<file path="src/rtl/wptr_full_afull_if.sv">
// Write-side FIFO pointer bus: write request and synchronized read pointer in,
// memory address, Gray pointer and status flags out.
interface wptr_full_afull_if #(
   parameter int unsigned ASIZE = 4
);
   localparam int unsigned PW = ASIZE + 1;

   logic          winc;
   logic          wclr_ovf;
   logic [PW-1:0] wq2_rptr;
   logic [ASIZE-1:0] waddr;
   logic [PW-1:0] wptr;
   logic          wfull;
   logic          wafull;
   logic          woverflow;
   logic [PW-1:0] wlevel;

   // Write-domain producer side
   modport master (
      output winc, wclr_ovf, wq2_rptr,
      input  waddr, wptr, wfull, wafull, woverflow, wlevel
   );

   // Pointer/flag generator side
   modport slave (
      input  winc, wclr_ovf, wq2_rptr,
      output waddr, wptr, wfull, wafull, woverflow, wlevel
   );
endinterface

</file>
<file path="src/rtl/wptr_full_afull.sv">
// Write-domain pointer and flag generator for an asynchronous FIFO: binary/Gray
// write pointer, registered full, almost-full, fill level and sticky overflow.
module wptr_full_afull #(
   parameter int unsigned ASIZE        = 4,
   parameter int unsigned AFULL_MARGIN = 2
) (
   input logic               wclk,
   input logic               wrst,
   wptr_full_afull_if.slave  bus
);
   localparam int unsigned PW    = ASIZE + 1;
   localparam int unsigned DEPTH = 2 ** ASIZE;
   localparam logic [PW-1:0] AFULL_LEVEL = PW'(DEPTH - AFULL_MARGIN);

   logic [PW-1:0] wbin;
   logic [PW-1:0] wptr_q;
   logic          wfull_q;
   logic          wafull_q;
   logic          woverflow_q;
   logic [PW-1:0] wlevel_q;

   logic          wr_commit_c;
   logic          ovf_set_c;
   logic [PW-1:0] wbinnext_c;
   logic [PW-1:0] wgraynext_c;
   logic [PW-1:0] rbin_w_c;
   logic [PW-1:0] full_pat_c;
   logic [PW-1:0] wlevel_next_c;
   logic          wfull_val_c;
   logic          wafull_val_c;
   logic          woverflow_next_c;

   // Write qualification and next pointer values
   always_comb begin
      wr_commit_c = bus.winc & ~wfull_q;
      ovf_set_c   = bus.winc & wfull_q;
      wbinnext_c  = wbin + PW'(wr_commit_c);
      wgraynext_c = (wbinnext_c >> 1) ^ wbinnext_c;
   end

   // Gray-to-binary of the synchronized read pointer, XOR prefix from the MSB
   always_comb begin
      rbin_w_c = '0;
      rbin_w_c[PW-1] = bus.wq2_rptr[PW-1];
      for (int i = int'(PW) - 2; i >= 0; i--) begin
         rbin_w_c[i] = rbin_w_c[i+1] ^ bus.wq2_rptr[i];
      end
   end

   // Full when the next Gray pointer is one lap ahead of the read pointer
   always_comb begin
      full_pat_c    = {~bus.wq2_rptr[ASIZE:ASIZE-1], bus.wq2_rptr[ASIZE-2:0]};
      wfull_val_c   = (wgraynext_c == full_pat_c);
      wlevel_next_c = wbinnext_c - rbin_w_c;
      wafull_val_c  = (wlevel_next_c >= AFULL_LEVEL);
   end

   // Sticky overflow; a set in the same cycle as a clear takes priority
   always_comb begin
      woverflow_next_c = woverflow_q;
      if (bus.wclr_ovf) woverflow_next_c = 1'b0;
      if (ovf_set_c)    woverflow_next_c = 1'b1;
   end

   always_ff @(posedge wclk) begin
      if (wrst) begin
         wbin        <= '0;
         wptr_q      <= '0;
         wfull_q     <= 1'b0;
         wafull_q    <= 1'b0;
         woverflow_q <= 1'b0;
         wlevel_q    <= '0;
      end else begin
         wbin        <= wbinnext_c;
         wptr_q      <= wgraynext_c;
         wfull_q     <= wfull_val_c;
         wafull_q    <= wafull_val_c;
         woverflow_q <= woverflow_next_c;
         wlevel_q    <= wlevel_next_c;
      end
   end

   assign bus.waddr     = wbin[ASIZE-1:0];
   assign bus.wptr      = wptr_q;
   assign bus.wfull     = wfull_q;
   assign bus.wafull    = wafull_q;
   assign bus.woverflow = woverflow_q;
   assign bus.wlevel    = wlevel_q;

endmodule

</file>
<file path="src/flat_wrapper.sv">
// flat-port wrapper written by rule: the top's interface ports become plain ports
module wptr_full_afull_flat 
#(
   parameter int unsigned ASIZE        = 4,
   parameter int unsigned AFULL_MARGIN = 2
)
  (wclk, wrst, bus_winc, bus_wclr_ovf, bus_wq2_rptr, bus_waddr, bus_wptr, bus_wfull, bus_wafull, bus_woverflow, bus_wlevel);
  wptr_full_afull_if #(.ASIZE(ASIZE)) bus_i ();
  input logic wclk;
  input logic wrst;
  input wire logic [$bits(bus_i.winc)-1:0] bus_winc;
  input wire logic [$bits(bus_i.wclr_ovf)-1:0] bus_wclr_ovf;
  input wire logic [$bits(bus_i.wq2_rptr)-1:0] bus_wq2_rptr;
  output wire logic [$bits(bus_i.waddr)-1:0] bus_waddr;
  output wire logic [$bits(bus_i.wptr)-1:0] bus_wptr;
  output wire logic [$bits(bus_i.wfull)-1:0] bus_wfull;
  output wire logic [$bits(bus_i.wafull)-1:0] bus_wafull;
  output wire logic [$bits(bus_i.woverflow)-1:0] bus_woverflow;
  output wire logic [$bits(bus_i.wlevel)-1:0] bus_wlevel;
  assign bus_i.winc = bus_winc;
  assign bus_i.wclr_ovf = bus_wclr_ovf;
  assign bus_i.wq2_rptr = bus_wq2_rptr;
  assign bus_waddr = bus_i.waddr;
  assign bus_wptr = bus_i.wptr;
  assign bus_wfull = bus_i.wfull;
  assign bus_wafull = bus_i.wafull;
  assign bus_woverflow = bus_i.woverflow;
  assign bus_wlevel = bus_i.wlevel;
  wptr_full_afull #(.ASIZE(ASIZE), .AFULL_MARGIN(AFULL_MARGIN)) u_core (.wclk(wclk), .wrst(wrst), .bus(bus_i));
endmodule
</file>
<file path="config.mk">
export PLATFORM = sky130hd
export DESIGN_NAME = wptr_full_afull_flat
export DESIGN_NICKNAME = d
export VERILOG_FILES = /design/src/rtl/wptr_full_afull_if.sv /design/src/rtl/wptr_full_afull.sv /design/src/flat_wrapper.sv
export SDC_FILE = /design/constraint.sdc
export NUM_CORES = 1
export LEC_CHECK = 0
export ABC_AREA = 1
export ABC_CLOCK_PERIOD_IN_PS = 5800
export CORE_MARGIN = 1
export CORE_UTILIZATION = 50
export DETAILED_ROUTE_END_ITERATION = 8
export PLACE_DENSITY_LB_ADDON = 0.3
export SKIP_LAST_GASP = 1
export SLEW_MARGIN = 10
export SYNTH_ARGS = -nofsm -noshare
export SYNTH_HDL_FRONTEND = slang
export SYNTH_SLANG_ARGS = --single-unit
</file>
<file path="constraint.sdc">
create_clock -name wclk -period 5.8 [get_ports wclk]
set_input_delay 0.87 -clock wclk [delete_from_list [all_inputs] [get_ports wclk]]
set_output_delay 0.87 -clock wclk [all_outputs]
set_load 0.01 [all_outputs]
</file>
==> results of run 1 <==
kinds of logic (layout without fill, tap and decap cells):
logic type,after synthesis,after routing,synth area share
AO/OA/AOI/OAI,8,8,0.0416
XOR/XNOR,2,2,0.0182
adder cells (fa/ha/maj),7,7,0.0987
flip-flops,17,17,0.353
AND/OR/NAND/NOR,86,86,0.395
buffers and inverters,24,52,0.0935
area by class of cell:
class                   count  share of cell area
repair buffers             25               0.197
clock inverters             1             0.00394
clock buffers               3              0.0178
flip-flops and latches     17               0.268
inverters                  23              0.0680
well taps                  25              0.0247
multi-input cells         103               0.420
flip-flops by register name, indices dropped and copies added, names as in the netlist:
name                  flops
u_core.bus.wafull         1
u_core.bus.wfull          1
u_core.bus.wlevel         5
u_core.bus.woverflow      1
u_core.bus.wptr           5
u_core.wbin               4
cell usage after synthesis, types with 2 or more instances:
cell     instances  share of area
nand3_1         18          0.094
o21ai_1          2          0.010
nor2_1          16          0.062
inv_1           20          0.078
ha_1             6          0.078
nand2_2         10          0.065
dfxtp_1         17           0.35
a21oi_1          4          0.021
nand2_1         38           0.15
o21ai_0          2          0.010
inv_2            3          0.012
worst register-to-register path, delay by kind of cell, from the launching register on:
family | cells | cell delay [ns]
AOI/OAI and AO/OA | 2 | 0.27
adders and majority gates | 2 | 0.58
buffers and inverters | 1 | 0.08
DFF | 1 | 0.34
and+or+nand+nor | 8 | 0.97
final timing paths:
kind,end,slack [ns],start
worst min register to register,u_core.bus.woverflow$_SDFFE_PP0P_,0.47,u_core.bus.woverflow$_SDFFE_PP0P_
worst max-delay path,u_core.bus.wafull$_SDFF_PP0_,2.71,bus_wq2_rptr[4]
worst min-delay path,u_core.bus.woverflow$_SDFFE_PP0P_,0.47,u_core.bus.woverflow$_SDFFE_PP0P_
worst max register to register,u_core.bus.wafull$_SDFF_PP0_,3.48,u_core.bus.wfull$_SDFF_PP0_
stage by stage:
stage | hold WS [ns] | instance area (sq um) | power, mW | cells
finish | 0.470 | 1270 | 0.287 | 197
global route | 0.500 | 1270 | 0.306 | 197
CTS | 0.472 | 1270 | 0.288 | 197
detailed placement | 0.457 | 1240 | 0.228 | 193
global placement | 0.446 | 1240 | 0.225 | 193
floorplan | 0.477 | 963 | 0.187 | 144
routing by layer:
layer,vias to the layer above,part of all wire,track usage
li1,502,-,-
met1,435,0.42,0.248
met2,22,0.54,0.465
met3,4,0.027,0.0476
met4,0,0.013,0.0706
met5,-,0,0
power groups by stage:
stage / registers (mW) / logic (mW) / clock network (mW)
floorplan: 0.140 / 0.0470 / 0
global placement: 0.134 / 0.0905 / 0
detailed placement: 0.135 / 0.0929 / 0
CTS: 0.132 / 0.0934 / 0.0630
global route: 0.133 / 0.104 / 0.0684
finish: 0.132 / 0.0925 / 0.0625
==> metrics.md, run 1 <==
| Metric | Value |
|---|---|
| Crit start category | input port |
| Fmax | roughly 320 MHz |
| HPWL after DPL | roughly 1800 um |
| Global-route usage over all layers | 0.238 |
| Slowest library cell on the worst path | clkdlybuf4s50_1 |
| Largest net degree at the start of global routing | 16 |
| Clock network fraction of total power | 0.218 |
| Vias | about 960 |
| Post-Syn Area | ~960 sq um |
| Final Util | 0.719 |
| Syn nets | 160 |
| Resize count post-CTS | 0 |
| Hold Path Class | reg2reg |
| Pwr dens | 226 nW/um^2 |
| Antenna cells | 0 |
| Root buffer cell | clkbuf_4 |
| # rows | 15 |
| DIE AREA | 2110 sq um |
| Comb power frac | 0.322 |
| Layout cell share with drive strength beyond 1 | 0.110 |
| DRT iter0 DRCs | 6 |
| Top delay family on crit path | simple AND/OR/NAND/NOR gates |
| Library cells used by synthesis | 19 |
| Main synth FF type | dfxtp_1 |
| Initial Util | 0.546 |
| Worst path bufs/invs | 3 |
| CP arrival | between 3 and 4 ns |
| Endpoint required time on the critical path | around 6.0 ns |
| CTS Buf Count | 3 |
| TNS Setup | 0 ns |
| Post-synthesis sequential area ratio | 0.353 |
| Critical path, cell by cell | clkdlybuf4s50_1 > xnor2_1 > or2_1 > nand2_2 > nand2_1 > nand3_1 > nand2_1 > inv_1 > ha_1 > fa_1 > o21ai_0 > a21oi_1 > inv_1 > nand2_1 > nand3_1 > nand2_1 |
| Die H | roughly 46 um |
| Sequential share of power | 0.460 |
| First drt pass iteration count | 4 |
| Htree depth | 1 |
| Synth Warn # | 0 |
| Net count of the finished layout | between 150 and 200 |
| Hold path depth | 2 |
| RSZ-0062 raised after global routing | false |
| Net Sw Power | between 0.08 and 0.09 mW |
| Status | completed |
| Net Sw Frac | 0.311 |
| CP endpoint kind | flip-flop |
| Share of async-settable or async-resettable flops after synthesis | 0 |
| Final setup violation count | 0 |
| Drt via density | 4.89 |
| # port buffers | 25 |
| First-pass GRT wire length | ~3500 um |
| Fin. Hold Viols | 0 |
| FF-to-FF path depth | 13 |
| Leakage power | ~0.6 nW |
| CP Depth | 16 |
| P_int | around 0.20 mW |
| Top Ports | 26 |
| Register Area | 340 sq um |
| Tmin final | about 3.1 ns |
| Area of the multi-input gates | approximately 530 sq um |
| Dpl ws | 2.43 ns |
| Final Skew | 0.000685 ns |
| # hold bufs at CTS | 0 |
| Die Span X | 45.9 um |
| Worst-case clock buffer depth | 2 |
| Clock-pin slew on the worst setup and hold paths | approximately 0.10 ns |
| Slew @ Worst Pin | about 0.58 ns |
| Core ar. | 1760 sq um |
| Post-Syn Instances | between 100 and 150 |
| Most frequent cells in the layout | 38 x nand2_1, 25 x clkdlybuf4s50_1, 20 x inv_1 |
| GPL Wtd Cong | around 0.88 |
| PnR worst setup slack | 2.71 ns |
| CP Max Fanout | 3 |
| FF+latch count, synth | 17 |
| # DRC | 0 |
| Final Max Slew Viols | 0 |
| Clock latency on the worst-skew pair | about 0.28 ns |
| Initial antenna violation count | 0 |
| Number of fill cells | roughly 170 |
| Vias in the first global route | 898 |
| DRT antenna net count | 0 |
| Post-synth EDFFs | 0 |
| Setup CP Type | in2reg |
| Congestion Overflow GR | 0 |
| Post-CTS Setup Bufs | 0 |
| Final Cycle Share | 0.532 |
| P&R area growth vs syn | 31.7% |
| Max-Cap Viols | 0 |
| Commonest non-fill, non-tap cell in the layout | nand2_1 |
| Post-DR wirelength/cell | roughly 11 um |
| WL final | between 2000 and 2500 um |
| Syn Area/Cell | roughly 6.7 sq um |
| Worst vdd ir | about 0.00014 V |
| CP peak stage delay | roughly 0.47 ns |
| Max_slew headroom | 0.613 |
| CP dominant cell by count | nand2_1 |
| CTS tree | done |
| Clk sinks | 17 |
No activity file was read; power rests on OpenSTA's default activity.
==> inputs of run 2 (changes only) <==
--- a/config.mk
+++ b/config.mk
@@ -6,9 +6,9 @@
 export NUM_CORES = 1
 export LEC_CHECK = 0
 export ABC_AREA = 1
-export ABC_CLOCK_PERIOD_IN_PS = 5800
+export ABC_CLOCK_PERIOD_IN_PS = 3170
 export CORE_MARGIN = 1
-export CORE_UTILIZATION = 50
+export CORE_UTILIZATION = 47
 export DETAILED_ROUTE_END_ITERATION = 8
 export PLACE_DENSITY_LB_ADDON = 0.3
 export SKIP_LAST_GASP = 1
==> constraint.sdc (replaced) <==
create_clock -name wclk -period 3.17 [get_ports wclk]
set_input_delay 0.4755 -clock wclk [delete_from_list [all_inputs] [get_ports wclk]]
set_output_delay 0.4755 -clock wclk [all_outputs]
set_load 0.01 [all_outputs]
==> metrics.md, run 2 (synthesis gave the netlist of run 1 again) <==
| Metric | Value |
|---|---|
| CTS Buf Count | 3 |
| Die Span X | approximately 47 um |
| Post-CTS Setup Bufs | 0 |
| Slew @ Worst Pin | 0.564 ns |
| Leakage power | 0.617 nW |
| CP arrival | 2.85 ns |
| Net Sw Frac | 0.304 |
| PnR worst setup slack | 0.514 ns |
| CP endpoint kind | flip-flop |
| Final Cycle Share | 0.838 |
| Initial antenna violation count | 0 |
| Net count of the finished layout | 189 |
| Comb power frac | 0.317 |
| Worst-case clock buffer depth | 2 |
| First drt pass iteration count | 4 |
| Antenna cells | 0 |
| Max_slew headroom | 0.623 |
| Final Skew | approximately 0.0032 ns |
| Fin. Hold Viols | 0 |
| Vias | roughly 940 |
| # rows | 16 |
| Initial Util | 0.496 |
| Commonest non-fill, non-tap cell in the layout | nand2_1 |
| CP Max Fanout | 3 |
| Pwr dens | a little over 400 nW/um^2 |
| Clock-pin slew on the worst setup and hold paths | ~0.10 ns |
| Endpoint required time on the critical path | about 3.4 ns |
| Met3 wire length | between 70 and 80 um |
| Resize count post-CTS | 0 |
| Worst vdd ir | approximately 0.00026 V |
| Dpl ws | about 0.25 ns |
| Final setup violation count | 0 |
| Global-route usage over all layers | 0.200 |
| Htree depth | 1 |
| WL final | ~1900 um |
| GPL Wtd Cong | just under 0.9 |
| Vias in the first global route | between 700 and 800 |
| # port buffers | 25 |
| CTS tree | done |
| Most frequent cells in the layout | 38 x nand2_1, 25 x clkdlybuf4s50_1, 20 x inv_1 |
| Layout cell share with drive strength beyond 1 | 0.110 |
| Root buffer cell | clkbuf_4 |
| P&R area growth vs syn | 31.9% |
| Core ar. | 1940 sq um |
| Clock latency on the worst-skew pair | 0.29 ns |
| Die H | about 47 um |
| Max-Cap Viols | 0 |
| Post-DR wirelength/cell | around 9.4 um |
| Tmin final | between 2 and 3 ns |
| Largest net degree at the start of global routing | 16 |
| Congestion Overflow GR | 0 |
| DRT iter0 DRCs | 20 |
| HPWL after DPL | between 1500 and 2000 um |
| Top layer in use | met4 |
| Met2 routed WL | approximately 860 um |
| Hold Path Class | reg2reg |
| Clk sinks | 17 |
| # DRC | 0 |
| Crit start category | input port |
| P_int | about 0.36 mW |
| TNS Setup | 0 ns |
| Top Ports | 26 |
| # hold bufs at CTS | 0 |
| Status | completed |
| Drt via density | roughly 4.7 |
| Net Sw Power | around 0.16 mW |
| First-pass GRT wire length | ~3100 um |
| Fmax | 377 MHz |
| Pwr Total | roughly 0.52 mW |
| Sequential share of power | 0.465 |
| M1 wire length | about 900 um |
| Final Max Slew Viols | 0 |
| Post-route cell area | 1270 sq um |
| DRT antenna net count | 0 |
| Setup CP Type | in2reg |
| DIE AREA | about 2200 sq um |
| Clock network fraction of total power | 0.219 |
| RSZ-0062 raised after global routing | false |
| Placed Area | about 1200 sq um |
run 2: metrics by stage:
| step | util | std cells | hold slack (ns) |
|---|---|---|---|
| 4_1_cts | 0.655 | 199 | 0.472 |
| 3_5_place_dp | 0.640 | 195 | 0.458 |
| 2_1_floorplan | - | 144 | 0.477 |
| 5_1_grt | 0.655 | 199 | 0.506 |
| 3_3_place_gp | 0.640 | 195 | 0.449 |
| 6_report | 0.655 | 199 | 0.465 |
run 2: routing by layer:
metal  global-route usage  up-vias
li1                     -      503
met1                0.266      412
met2                0.304       20
met3               0.0385        4
met4                0.109        0
met5                    0        -
run 2: cell type report:
class | count | area, sq um
clock buffers | 3 | 22.5
clock inverters | 1 | 5.00
fillers | 187 | 671
inverters | 23 | 86.3
multi-input cells | 103 | 533
flip-flops and latches | 17 | 340
well taps | 27 | 33.8
repair buffers | 25 | 250
run 2: power groups by stage:
stage / Sequential, mW / Clock (mW) / Combinational [mW]
after detailed placement: 0.246 / 0 / 0.165
after floorplan: 0.257 / 0 / 0.0860
after global routing: 0.243 / 0.130 / 0.188
final: 0.241 / 0.114 / 0.164
after CTS: 0.241 / 0.119 / 0.166
after global placement: 0.246 / 0 / 0.163
run 2: worst paths after layout:
check,start,to,slack (ns),cells after the start
worst max-delay path,bus_wq2_rptr[4],u_core.bus.wafull$_SDFF_PP0_,0.51,16
worst min-delay path,u_core.bus.woverflow$_SDFFE_PP0P_,u_core.bus.woverflow$_SDFFE_PP0P_,0.47,2
worst max register to register,u_core.bus.wfull$_SDFF_PP0_,u_core.bus.wafull$_SDFF_PP0_,0.94,13
worst min register to register,u_core.bus.woverflow$_SDFFE_PP0P_,u_core.bus.woverflow$_SDFFE_PP0P_,0.47,2
run 2: worst max-delay path, cell delays in order:
cell	delay (ns)
clkdlybuf4s50_1	0.47
xnor2_1	0.29
or2_1	0.19
nand2_2	0.07
nand2_1	0.08
nand3_1	0.06
nand2_1	0.06
inv_1	0.04
ha_1	0.19
fa_1	0.40
o21ai_0	0.18
a21oi_1	0.10
inv_1	0.06
nand2_1	0.05
nand3_1	0.08
nand2_1	0.06
